<file path="src/rtl/riscv_pkg.sv">
// Shared RV32I constants and types for the integer register file.
package riscv_pkg;

  localparam int unsigned XLEN       = 32;
  localparam int unsigned NUM_REGS   = 32;
  localparam int unsigned REG_ADDR_W = 5;

  typedef logic [XLEN-1:0]       xlen_t;
  typedef logic [REG_ADDR_W-1:0] reg_addr_t;

  localparam reg_addr_t REG_ZERO = 5'd0;

endpackage

</file>
<file path="src/rtl/register_file.sv">
// RV32I integer register file: 2 combinational read ports, 1 synchronous write port, x0 = 0.
// Optional same-cycle write forwarding enabled by defining REGFILE_WRITE_BYPASS_EN.
module register_file
  import riscv_pkg::*;
(
  input  logic                  clk,
  input  logic                  rst,
  input  logic                  we,
  input  logic [REG_ADDR_W-1:0] rs1,
  input  logic [REG_ADDR_W-1:0] rs2,
  input  logic [REG_ADDR_W-1:0] rd,
  input  logic [XLEN-1:0]       rd_data,
  output logic [XLEN-1:0]       rs1_data,
  output logic [XLEN-1:0]       rs2_data
);

  xlen_t regs [NUM_REGS];

  // Entry 0 is never written after reset; reads of x0 are forced to zero below.
  always_ff @(posedge clk) begin
    if (rst) begin
      for (int i = 0; i < int'(NUM_REGS); i++) begin
        regs[i] <= '0;
      end
    end else if (we && (rd != REG_ZERO)) begin
      regs[rd] <= rd_data;
    end
  end

  // Shared read-port mux: zero check, stored value, optional forwarding of the pending write.
  function automatic xlen_t read_port(input reg_addr_t addr);
    xlen_t val;
    val = regs[addr];
    if (addr == REG_ZERO) begin
      val = '0;
    end
`ifdef REGFILE_WRITE_BYPASS_EN
    else if (!rst && we && (rd != REG_ZERO) && (addr == rd)) begin
      val = rd_data;
    end
`endif
    return val;
  endfunction

  always_comb begin
    rs1_data = read_port(rs1);
    rs2_data = read_port(rs2);
  end

endmodule

</file>
<file path="config.mk">
export PLATFORM = sky130hd
export DESIGN_NAME = register_file
export DESIGN_NICKNAME = d
export VERILOG_FILES = /design/src/rtl/riscv_pkg.sv /design/src/rtl/register_file.sv
export SDC_FILE = /design/constraint.sdc
export NUM_CORES = 2
export LEC_CHECK = 0
export CAP_MARGIN = 5
export CORE_UTILIZATION = 45
export CTS_CLUSTER_DIAMETER = 100
export DETAILED_ROUTE_END_ITERATION = 8
export SLEW_MARGIN = 10
export SYNTH_ARGS = -nofsm -noshare
export SYNTH_HDL_FRONTEND = slang
export SYNTH_SLANG_ARGS = --single-unit
</file>
<file path="constraint.sdc">
create_clock -name clk -period 3.2 [get_ports clk]
set_input_delay 0.8 -clock clk [delete_from_list [all_inputs] [get_ports clk]]
set_output_delay 0.8 -clock clk [all_outputs]
set_load 0.05 [all_outputs]
</file>
==> impl_summary.txt <==
----------------------------------------------------
[Setup path]
  CP arrival ... 2.86 ns
  Capturing element type of the critical path ... output pin
  Cells along the critical path ... buf_16, buf_4, buf_12, buf_12, buf_6, mux4_2, a22o_4, a2111oi_4, nor3_4, buf_12
  Element type at the critical path start ... input port
  Critical-path top delay cell ... mux4_2
  Top fanout value on the critical path ... 8
  Cell occurring most often along the worst timing path ... buf_12
  Cell family with the largest share of critical-path delay ... buffers and inverters
  Critical path class ... input port to output pin
  Total buffers and inverters traversed by the critical path ... 6
  CP peak stage delay ... 0.50 ns
  Critical path required time ... 2.40 ns

[Clocking]
  H-tree levels ... 3
  Clock net sink count ... 1024
  Cell chosen for the clock root ... clkbuf_16
  Clock Path Buffers ... 3
  Clock edge transition at the registers on the reported setup and hold paths ... 0.06 ns
  Total clock buffers created by CTS ... 113
  TritonCTS clock tree ... built
  Quantity of hold-fixing buffers added after cts ... 0

[Synth]
  Post-synth ARST share ... 0%
  Mapped cell area ... 54200 sq um
  Proportion of netlist area held by the largest area contributor ... 56.7%
  Number of enable flip-flop cells after synthesis ... 1024
  Cell taking the most area after synthesis ... edfxtp_1
  YS warnings ... 0
  Fraction of the mapped netlist area in compound gates ... 3.65%
  Post-synthesis share of cell area spent on and, or, nand and nor gates ... 13.3%
  Largest cells by area after synthesis ... edfxtp_1 57%, mux4_2 20%, and2_1 11%
  Post-synthesis cell count ... 3502
  Mux contribution to synthesized area ... 23.0%
  Parity-gate share of the synthesized area counting xor and xnor cells ... 0%
  Adder and majority gate portion of the synthesized area ... 0%
  Post-synthesis area per instance ... 15.5 sq um
  Main synth FF type ... edfxtp_1
  Largest family of logic cells by synthesized area ... multiplexers
  Synthesized flop and latch total ... 1024
  Library cells used by synthesis ... 42
  Sequential area share after synthesis ... 56.7%

[Routing]
  Detail-routed via count per cell ... 6.42
  Overall routed net length ... 202000 um
  Number of search-and-repair iterations in the first detailed-routing pass ... 6
  Number of nets with antenna violations after routing ... 0
  Final routed DRC violation total ... 0
  Avg WL per Cell ... 35.3 um
  Initial detailed-routing violation count ... 4783
  Overall via count from detail_route ... 36762

[Final layout]
  Fraction of layout cells with a size suffix above 1 ... 42.7%
  Layout overhead on the synthesized area ... 31.4%
  Register ranked first by flip-flop count ... regs
  Filler cell count ... 8766
  Max reg flops ... 1024
  Final nets ... 4072
  Registers with the most flip-flops ... regs x1024
  Number of non-filler instances in the completed layout ... 5724

[Die]
  Die Y ... 349 um
  Area of the core ... 119000 sq um
  Initial cell density of the core ... 45.7%
  Site row count ... 126
  Die width ... 349 um
  # IOs ... 114
  Die footprint ... 122000 sq um

[Global route]
  Antenna violations before repair ... 9
  Total grt overflow ... 0
  Vias in the first global route ... 37790
  Wire length of the first global-routing pass ... 284000 um
  Total track usage ... 33.2%
  Maximum number of pins on one net before global-route repair ... 41

[Timing]
  Relative max-transition margin ... 23.3%
  Final setup violation count ... 64
  Total Negative Setup Slacks ... -22.42 ns
  Peak clock frequency supported by timing ... 273 MHz
  Shortest period the worst path allows ... 3.66 ns
  Setup repair after global routing missed its margin ... true
  Total count of hold-check failures in the final report ... 0
  Fin. max-slew vios ... 0
  Tightest Pin Transition ... 1.15 ns
  Final Cycle Share ... 114%
  Worst Setup Slack, final ... -0.463 ns

[Power]
  Power density relative to cell area ... 503 nW/um^2
  Switching power share of the total ... 26.4%
  Worst IR Drop VDD ... 0.526 mV
  NetSw ... 9.44 mW
  Fraction of power consumed by the clock network ... 37.6%
  Sequential group share of total power ... 44.5%
  Internal portion of total power ... 26.4 mW
  Static leakage power ... 25.3 nW
  Share of power burned in combinational logic ... 17.9%

[Min path]
  Worst hold path startpoint ... rst
  Endpoint with the worst hold slack ... regs[0][28]$_SDFFCE_PN0P_
  Hold-critical path depth ... 2
  Class of the worst hold path ... input port to register

[Status]
  Failing checks ... negative setup slack
  Run status ... finished, violations left

[Flow run]
  Max capacitance violation total ... 0

[Placement]
  Post-detail-place hpwl ... 131000 um
  IO buf count ... 113
  Placed cell count ... 5355
  Last weighted congestion value of the routability-driven placer ... 0.915

----------------------------------------------------
==> through the flow <==
step                      instance area, sq um  power, mW  utilization [%]  setup WS (ns)  hold slack (ns)
after CTS                                70700       35.8             59.5         -0.440            0.712
after global placement                   63800       21.7             53.7         -0.880             1.46
after detailed placement                 63800       21.8             53.7         -0.848             1.47
after global routing                     71200       36.6             60.0         -0.486            0.707
final                                    71200       35.8             60.0         -0.463            0.732
after floorplan                          57100       19.4                -        -0.0825            0.998
==> cells in the final DEF (no fill, tap or decap), types with 15 or more instances in the layout <==
cell type / n
clkbuf_16: 122
mux2_2: 26
o22ai_1: 33
mux2i_2: 19
edfxtp_1: 1024
clkbuf_1: 29
or2_2: 31
bufinv_16: 15
nor2_4: 18
mux2i_4: 15
o22ai_2: 33
o22ai_4: 37
nor2_2: 15
buf_4: 368
conb_1: 32
and2_1: 993
a2111oi_4: 55
clkinv_1: 18
mux4_2: 472
buf_6: 109
mux2i_1: 116
buf_16: 30
clkinv_2: 25
buf_8: 20
a22o_1: 19
a22o_4: 27
clkdlybuf4s50_1: 38
nor3_4: 54
buf_12: 180
==> synth_stat cells, types with 22 or more instances <==
library cell  number
o22ai_1          103
a2111oi_1         41
edfxtp_1        1024
buf_2             44
nor3_1            54
and2_1           995
a22o_1            51
mux2i_1          150
buf_6             22
nor2_1            36
buf_4             31
or2_2             33
mux4_2           472
mux2_2            30
clkbuf_1         272
==> power groups by stage <==
stage                     Clock (mW)  Sequential (mW)  Combinational (mW)
after floorplan                    0             16.0                3.40
after global placement             0             16.1                5.58
after detailed placement           0             16.2                5.64
after CTS                       13.6             15.9                6.28
after global routing            14.0             16.0                6.58
final                           13.5             15.9                6.41
==> worst max-delay path by stage <==
stage                start           end  slack, ns  cells after the start
floorplan           rs1[0]   rs1_data[4]      -0.08                      9
global placement    rs1[3]   rs1_data[9]      -0.88                      8
detailed placement  rs1[3]  rs1_data[21]      -0.85                      8
CTS                 rs1[0]   rs1_data[2]      -0.44                      8
global route        rs1[0]  rs1_data[19]      -0.49                      8
finish              rs1[0]   rs1_data[3]      -0.46                     10
==> repair_timing <==
action | 4_1_cts | 5_1_grt
gates resized for setup | 334 | 64
buffers inserted | 94 | 48
pin swaps | 132 | 49
endpoints found under the setup margin | 64 | 64
gates cloned | 26 | 5
==> routing by layer <==
metal / vias to the layer above / wire, um / track usage [%]
li1: 14681 / - / -
met1: 19273 / 75800 / 44.2
met2: 2353 / 94800 / 52.5
met3: 453 / 19800 / 6.02
met4: 2 / 11500 / 16.7
met5: - / 13 / 0
==> cell type report <==
type / count / area (sq um) / share of cell area, %
tap: 1600 / 2000 / 2.81
inverter: 2 / 8.76 / 0.0123
antenna: 3 / 7.51 / 0.0105
clock buffer: 146 / 3040 / 4.26
timing repair buffer: 761 / 9500 / 13.3
sequential: 1024 / 30700 / 43.2
clock inverter: 68 / 728 / 1.02
multi-input combinational: 2120 / 25200 / 35.4
==> cell families (layout without fill, tap and decap cells) <==
family	Yosys count	after routing
buf+inv	389	977
compound gates	259	259
flops	1024	1024
other cells	1	35
mux	652	652
simple gates	1177	1177
(Power assumes the default switching activity.)
